## src/rtl/mux_rr_reg.sv

```systemverilog
// mux_rr_reg: N_CH-to-1 round-robin mux feeding one registered valid/ready output stage.
// Latency: an input accepted in cycle T is presented on o_out_* in cycle T+1. Throughput is one transfer per cycle.
// Backpressure: while the output is full and i_out_ready=0, o_in_ready is all zero and the outputs hold.
//
// Ports:
//   clk, rst_n         rising-edge clock, asynchronous active-low reset
//   i_in_valid         per-channel request
//   i_in_data          channel i data at [i*DATA_W +: DATA_W]
//   o_in_ready         one-hot (or zero) combinational grant; independent of i_in_data
//   o_out_valid        output register holds data
//   o_out_data         registered data
//   o_out_ch           index of the channel that supplied o_out_data
//   i_out_ready        consumer accepts o_out_data
//   i_force_en         (MUX_RR_FORCE_SEL_EN only) bypass arbitration
//   i_force_sel        (MUX_RR_FORCE_SEL_EN only) channel to grant while forced
//
// Optional feature macro: MUX_RR_FORCE_SEL_EN. When defined, it adds the forced-select ports.
// A forced grant does not move the round-robin pointer.
module mux_rr_reg #(
    parameter int N_CH   = 4,
    parameter int DATA_W = 8,
    parameter int CH_W   = $clog2(N_CH)
) (
    input  logic                     clk,
    input  logic                     rst_n,
    input  logic [N_CH-1:0]          i_in_valid,
    input  logic [N_CH*DATA_W-1:0]   i_in_data,
    output logic [N_CH-1:0]          o_in_ready,
    output logic                     o_out_valid,
    output logic [DATA_W-1:0]        o_out_data,
    output logic [CH_W-1:0]          o_out_ch,
    input  logic                     i_out_ready
`ifdef MUX_RR_FORCE_SEL_EN
    ,
    input  logic                     i_force_en,
    input  logic [CH_W-1:0]          i_force_sel
`endif
);

    localparam logic [CH_W-1:0] PTR_RST = CH_W'(N_CH - 1);

    logic [CH_W-1:0]   r_ptr;
    logic              r_out_valid;
    logic [DATA_W-1:0] r_out_data;
    logic [CH_W-1:0]   r_out_ch;

    logic              w_can_load;
    logic              w_rr_vld;
    logic [CH_W-1:0]   w_rr_grant;
    logic              w_grant_vld;
    logic [CH_W-1:0]   w_grant;
    logic              w_forced;
    logic [N_CH-1:0]   w_ready;
    logic [DATA_W-1:0] w_sel_data;

    // The output register can accept new data when it is empty or is being popped this cycle.
    assign w_can_load = !r_out_valid || i_out_ready;

    // Round-robin search starting at ptr+1. The loop runs from the farthest offset to the nearest offset,
    // so the last match written is the first requester after ptr.
    always_comb begin
        w_rr_vld   = 1'b0;
        w_rr_grant = '0;
        for (int k = N_CH; k >= 1; k--) begin
            if (i_in_valid[(int'(r_ptr) + k) % N_CH]) begin
                w_rr_vld   = 1'b1;
                w_rr_grant = CH_W'((int'(r_ptr) + k) % N_CH);
            end
        end
    end

`ifdef MUX_RR_FORCE_SEL_EN
    always_comb begin
        w_forced    = 1'b0;
        w_grant_vld = w_rr_vld;
        w_grant     = w_rr_grant;
        if (i_force_en) begin
            w_forced    = 1'b1;
            w_grant     = i_force_sel;
            // An out-of-range select gives no grant.
            w_grant_vld = (int'(i_force_sel) < N_CH) && i_in_valid[i_force_sel];
        end
    end
`else
    always_comb begin
        w_forced    = 1'b0;
        w_grant_vld = w_rr_vld;
        w_grant     = w_rr_grant;
    end
`endif

    // Ready is forced low during reset. Otherwise ready is valid only when the output stage can load.
    always_comb begin
        w_ready = '0;
        if (rst_n && w_can_load && w_grant_vld) begin
            w_ready[w_grant] = 1'b1;
        end
    end

    assign w_sel_data = i_in_data[int'(w_grant) * DATA_W +: DATA_W];

    always_ff @(posedge clk or negedge rst_n) begin
        if (!rst_n) begin
            r_ptr       <= PTR_RST;
            r_out_valid <= 1'b0;
            r_out_data  <= '0;
            r_out_ch    <= '0;
        end else if (w_can_load) begin
            if (w_grant_vld) begin
                r_out_valid <= 1'b1;
                r_out_data  <= w_sel_data;
                r_out_ch    <= w_grant;
                if (!w_forced) begin
                    r_ptr <= w_grant;
                end
            end else begin
                // Drain: data and channel index keep their last values.
                r_out_valid <= 1'b0;
            end
        end
    end

    assign o_in_ready  = w_ready;
    assign o_out_valid = r_out_valid;
    assign o_out_data  = r_out_data;
    assign o_out_ch    = r_out_ch;

endmodule
```

## config.mk

```make
export PLATFORM = sky130hd
export DESIGN_NAME = mux_rr_reg
export DESIGN_NICKNAME = d
export VERILOG_FILES = /design/src/rtl/mux_rr_reg.sv
export SDC_FILE = /design/constraint.sdc
export NUM_CORES = 1
export LEC_CHECK = 0
export BUFFER_PORTS_ARGS = -buffer_cell sky130_fd_sc_hd__buf_2
export CAP_MARGIN = 10
export CORE_MARGIN = 2
export CORE_UTILIZATION = 45
export CTS_CLUSTER_DIAMETER = 60
export DETAILED_ROUTE_END_ITERATION = 8
export MAX_ROUTING_LAYER = met4
export PLACE_DENSITY_LB_ADDON = 0.15
export SLEW_MARGIN = 20
export SYNTH_ARGS = -nofsm -noshare
export SYNTH_HDL_FRONTEND = slang
export SYNTH_SLANG_ARGS = --single-unit
```

## constraint.sdc

```tcl
create_clock -name clk -period 3.5 [get_ports clk]
set_input_delay 0.35 -clock clk [delete_from_list [all_inputs] [get_ports clk]]
set_output_delay 0.35 -clock clk [all_outputs]
set_load 0.1 [all_outputs]
```

==> flow_summary.json, run 1 <==
{
  "drtIter0Drc": 7,
  "htreeDepth": 1,
  "cts_root_buf": "clkbuf_4",
  "grt_setup_unrepaired": "false",
  "power_density_nw_per_um2": 678,
  "num_rows": 16,
  "synth-seq-area-share_pct": 37.2,
  "cap_violations": 0,
  "grt_max_degree": 19,
  "cts_buffers": 3,
  "dieArea_um2": 2330,
  "boundaryPins": 54,
  "crit_chain": "nand2b_1, a21o_2, and3_1, nor2_1, buf_2",
  "dr.pass1.iters": 4,
  "fin_util_pct": 62.0,
  "layout_commonest_cell": "buf_2",
  "worstMarginPinSlew_ns": 0.723,
  "synth_fp_nets": 131,
  "period_minus_slack_ns": 2.61,
  "wire_per_inst_um": 13.0,
  "clk_pin_slew_worst_paths_ns": 0.08,
  "max_freq_ghz": 0.382,
  "synth_cell_types": 28,
  "hold-worst-slack_ns": 0.264,
  "final_cell_mix": "buf_2 (53), nor2_1 (15), a211oi_1 (14), dfrtp_1 (11), mux2i_1 (8)",
  "total_power_w": 0.000799,
  "grt_pass1_vias": 749,
  "worstSetupEndpointType": "primary output",
  "crit_path_top_delay_cell": "and3_1",
  "required_ns": 3.15,
  "globalplace.congestion": 0.761,
  "synth-seq-cells": 13,
  "maxSlewHeadroom_pct": 51.8,
  "cp.depth": 5,
  "ys.warnings.count": 0,
  "wl_um": 2250,
  "path_buf_inv": 1,
  "max_stage_delay_ns": 0.64,
  "fillCellCount": 174,
  "path_max_fanout": 13,
  "fin_setup_tns_ns": 0,
  "clock_latency_ns": 0.27,
  "setup_violations": 0,
  "die_w_um": 48.3,
  "min_path_cells": 2,
  "syn_area_um2": 882,
  "final_area_um2": 1180,
  "p_int_w": 0.000340,
  "start_util_pct": 46.4,
  "reg2reg_depth": 5,
  "skew_ns": 0.00275,
  "clock_sinks": 13,
  "drv_slew": 0,
  "path_class": "flip-flop to primary output",
  "switching_share_pct": 57.4,
  "area_delta_synth_final_pct": 33.6,
  "crit_family": "simple AND/OR/NAND/NOR gates",
  "hpwl_um": 1710,
  "grt_pass1_wl_um": 3130,
  "peakVddDrop_mv": 0.346,
  "power.share.sequential_pct": 27.1,
  "die_height_um": 48.3,
  "outcome": "finished, final reports clean",
  "ant_nets": 0,
  "cp-start-kind": "flip-flop",
  "place_area_um2": 1140,
  "hold_path.class": "primary input to flip-flop",
  "grt_overflow": 0,
  "num_vias": 893,
  "finalCritPeriodShare_pct": 74.7,
  "grt.total_usage_pct": 20.2,
  "antenna_cells": 0,
  "final_net_count": 186,
  "drive_above_1_share_pct": 45.9,
  "avgSynthCellArea_um2": 9.59,
  "combPwrFrac_pct": 61.1,
  "viasPerCell": 5.16,
  "p_sw_w": 0.000459,
  "clkPwrFrac_pct": 11.8,
  "critical_path_arrival_ns": 2.26,
  "coreArea_um2": 1900,
  "clock_path_buffers": 2,
  "cts_tree": "built",
  "cts_setup_buffers": 0,
  "io_buffer_count": 53,
  "hold_violations": 0,
  "syn_inst": 92,
  "power_leakage_nw": 0.572,
  "antenna_found_initial": 0,
  "post-route-drc-count": 0
}
[through the flow]
stage,worst slack [ns],cells
finish,0.885,173
global route,0.757,173
CTS,0.877,173
detailed placement,1.19,168
global placement,1.25,168
floorplan,0.301,92
[state kept, by name (all words and copies together), names as in the netlist]
signal / count
o_out_ch: 2
o_out_data: 8
o_out_valid: 1
r_ptr: 2
[routing by layer]
metal / share of wire, % / track usage [%]
met3: 6.0 / 2.59
met2: 48 / 31.3
met4: 0.89 / 11.4
met5: 0 / -
met1: 45 / 25.2
[area by class of cell]
cell class / count / area (um2) / area share (%)
clock buffer: 4 / 26.3 / 2.23
inverter: 5 / 18.8 / 1.59
multi-input combinational: 70 / 497 / 42.1
sequential: 13 / 328 / 27.8
tap: 27 / 33.8 / 2.87
timing repair buffer: 54 / 275 / 23.4
[cell families (layout without fill, tap and decap cells)]
group	Yosys count	count (layout)	share of synthesized area [%]
compound gates	28	28	25.0
mux	8	8	9.08
buf+inv	9	63	6.53
flops	13	13	37.2
simple gates	34	34	22.3
[cells in the mapped netlist]
cell type   n  share of area [%]
and4_1      7                7.0
o221a_2     1                1.3
clkbuf_1    2               0.85
a21o_2      1               0.99
nand2b_1    2                1.4
buf_12      1                2.3
nand3_1     2                1.1
nor2b_1     2                1.4
dfrtp_1    11                 31
a21oi_2     1               0.99
nor4_1      1               0.71
nand2_1     1               0.43
or2_2       1               0.71
nand3b_1    1               0.85
o21ai_0     4                2.3
a211oi_2    2                2.8
o21ai_4     1                1.8
nor2_1     15                6.4
o21ai_2     1               0.99
a211oi_1   14                 12
nor2b_4     1                1.6
inv_1       5                2.1
a31oi_1     1               0.71
mux2i_1     8                9.1
and3_1      1               0.71
buf_6       1                1.3
dfstp_2     2                6.0
a21oi_1     2                1.1
[final timing paths]
check                                             to                    start  slack [ns]
max in group asynchronous       r_ptr[0]$_DFFE_PN1P_                    rst_n        2.70
setup / recovery                       o_in_ready[3]     r_ptr[0]$_DFFE_PN1P_        0.89
min in group asynchronous    o_out_ch[0]$_DFFE_PN0P_                    rst_n        0.50
hold / removal               o_out_valid$_DFFE_PN0N_              i_out_ready        0.26
hold reg to reg              o_out_ch[0]$_DFFE_PN0P_  o_out_ch[0]$_DFFE_PN0P_        0.54
setup reg to reg           o_out_data[1]$_DFFE_PN0P_     r_ptr[0]$_DFFE_PN1P_        1.42
[timing repair]
item / in CTS / in global routing
hold buffers: 1 / 0
hold endpoints to repair: 11 / 0
gates resized for setup: 0 / 0
[power groups by stage]
stage	sequential, W	combinational (W)	clock [W]
2_1_floorplan	0.000468	0.000166	0
5_1_grt	0.000222	0.000517	0.000105
6_report	0.000217	0.000488	0.0000939
3_5_place_dp	0.000219	0.000489	0
3_3_place_gp	0.000217	0.000485	0
4_1_cts	0.000216	0.000491	0.0000974
[worst reg2reg max path, stage by stage, from the launching register on]
cell      delay [ns]
dfstp_2         0.57
nand2b_1        0.13
a21o_2          0.20
and3_1          0.64
mux2i_1         0.17
a211oi_1        0.27
Note: power is estimated with default switching activity, not from simulation.
==> inputs of run 2 (changes only) <==
Settings changed: CORE_UTILIZATION 45 to 42.
Clock period 3.5 ns to 2.5 ns, I/O delays scaled along.
==> run 2 against run 1 <==
Against the previous run:
- first-iteration DRC count increased by 29%
- total power rose by 43%
- sequential power up 39%
- routed wire length up 8.8%
==> flow_summary.json, run 2 (synthesis gave the netlist of run 1 again) <==
{
  "clock_path_buffers": 2,
  "globalplace.congestion": 0.720,
  "grt.total_usage_pct": 21.8,
  "clock_latency_ns": 0.27,
  "clock_sinks": 13,
  "hpwl_um": 1790,
  "drv_slew": 0,
  "num_rows": 16,
  "drtIter0Drc": 9,
  "grt_max_degree": 19,
  "setup_violations": 0,
  "required_ns": 2.25,
  "largest_reg_flops": 8,
  "power_leakage_nw": 0.580,
  "num_vias": 917,
  "final_net_count": 188,
  "die_w_um": 49.8,
  "min_path_cells": 2,
  "coreArea_um2": 1960,
  "max_freq_ghz": 0.424,
  "die_height_um": 49.8,
  "dr.pass1.iters": 4,
  "worstSetupEndpointType": "primary output",
  "cts_tree": "built",
  "wire_per_inst_um": 14.0,
  "grt_setup_unrepaired": "false",
  "boundaryPins": 54,
  "grt_pass1_vias": 902,
  "skew_ns": 0.000906,
  "finalCritPeriodShare_pct": 94.3,
  "clk_pin_slew_worst_paths_ns": 0.08,
  "cts_buffers": 3,
  "dieArea_um2": 2480,
  "path_max_fanout": 18,
  "outcome": "finished, final reports clean",
  "hold_path.class": "primary input to flip-flop",
  "grt_pass1_wl_um": 4060,
  "grt_overflow": 0,
  "io_buffer_count": 53,
  "drive_above_1_share_pct": 49.3,
  "crit_path_top_delay_cell": "a21oi_2",
  "ant_nets": 0,
  "hold_violations": 0,
  "htreeDepth": 1,
  "crit_chain": "a21oi_2, nand3b_1, nor2_2, buf_2",
  "worstMarginPinSlew_ns": 0.772,
  "cts_resized": 0,
  "wl_um": 2440,
  "peakVddDrop_mv": 0.528,
  "power_density_nw_per_um2": 946,
  "start_util_pct": 45.0,
  "cts_setup_buffers": 0,
  "maxSlewHeadroom_pct": 48.6,
  "reg2reg_depth": 6,
  "antenna_cells": 0,
  "cp-start-kind": "flip-flop",
  "final_cell_mix": "buf_2 (53), a211oi_1 (14), nor2_1 (11), dfrtp_1 (11), mux2i_1 (8)",
  "cts_root_buf": "clkbuf_4",
  "fin_setup_tns_ns": 0,
  "viasPerCell": 5.24,
  "cts_hold_buf": 1,
  "period_minus_slack_ns": 2.36,
  "critical_path_arrival_ns": 2.11,
  "post-route-drc-count": 0,
  "layout_commonest_cell": "buf_2",
  "cap_violations": 0,
  "path_class": "flip-flop to primary output",
  "area_delta_synth_final_pct": 36.5,
  "hold-worst-slack_ns": 0.163,
  "antenna_found_initial": 0,
  "max_stage_delay_ns": 0.63
}
-- run 2: changes by cell type in the layout (fill, tap and decap cells not counted) --
cell    previous run  this run
buf_4              0         2
nor2_1            15        11
nor2_2             0         4
-- run 2: layout make-up --
type | count | area (um2)
fillers | 188 | 758
repair buffers | 56 | 290
flip-flops and latches | 13 | 328
multi-input cells | 70 | 507
clock buffers | 4 | 26.3
inverters | 5 | 18.8
well taps | 27 | 33.8
-- run 2: routing by layer --
layer  up-vias  track usage, %  part of all wire, %
met5         -               -                    0
met4         0            1.39                 0.37
met3         2            6.06                  5.6
met2        27            36.2                   49
met1       430            27.9                   45
li1        458               -                    -
-- run 2: metrics by stage --
step | power [W] | setup slack (ns) | cells | area (um2) | utilization [%]
2_1_floorplan | 0.000892 | -0.176 | 92 | 892 | -
3_3_place_gp | 0.00100 | 0.407 | 170 | 1170 | 59.5
3_5_place_dp | 0.00101 | 0.390 | 170 | 1170 | 59.5
4_1_cts | 0.00115 | 0.121 | 175 | 1200 | 61.4
5_1_grt | 0.00120 | 0.000362 | 175 | 1200 | 61.4
6_report | 0.00114 | 0.143 | 175 | 1200 | 61.4
-- run 2: worst paths after layout --
kind | startpoint | to | slack, ns
setup / recovery | o_out_valid$_DFFE_PN0N_ | o_in_ready[0] | 0.14
hold / removal | i_out_ready | o_out_valid$_DFFE_PN0N_ | 0.16
hold reg to reg | r_ptr[0]$_DFFE_PN1P_ | r_ptr[0]$_DFFE_PN1P_ | 0.53
max in group asynchronous | rst_n | r_ptr[1]$_DFFE_PN1P_ | 1.80
min in group asynchronous | rst_n | o_out_data[4]$_DFFE_PN0P_ | 0.40
setup reg to reg | r_ptr[0]$_DFFE_PN1P_ | o_out_data[5]$_DFFE_PN0P_ | 0.36
-- run 2: critical path, delay by kind of cell (launching register included) --
family	cells	cell delay, ns
AO/OA/AOI/OAI	1	0.63
buffers and inverters	1	0.43
flip-flops	1	0.41
AND/OR/NAND/NOR	2	0.36
-- run 2: power breakdown --
| part | internal, W | switching (W) | total (W) |
|---|---|---|---|
| sequential | 0.000270 | 0.0000320 | 0.000302 |
| combinational | 0.000154 | 0.000551 | 0.000705 |
| clock | 0.0000619 | 0.0000703 | 0.000132 |
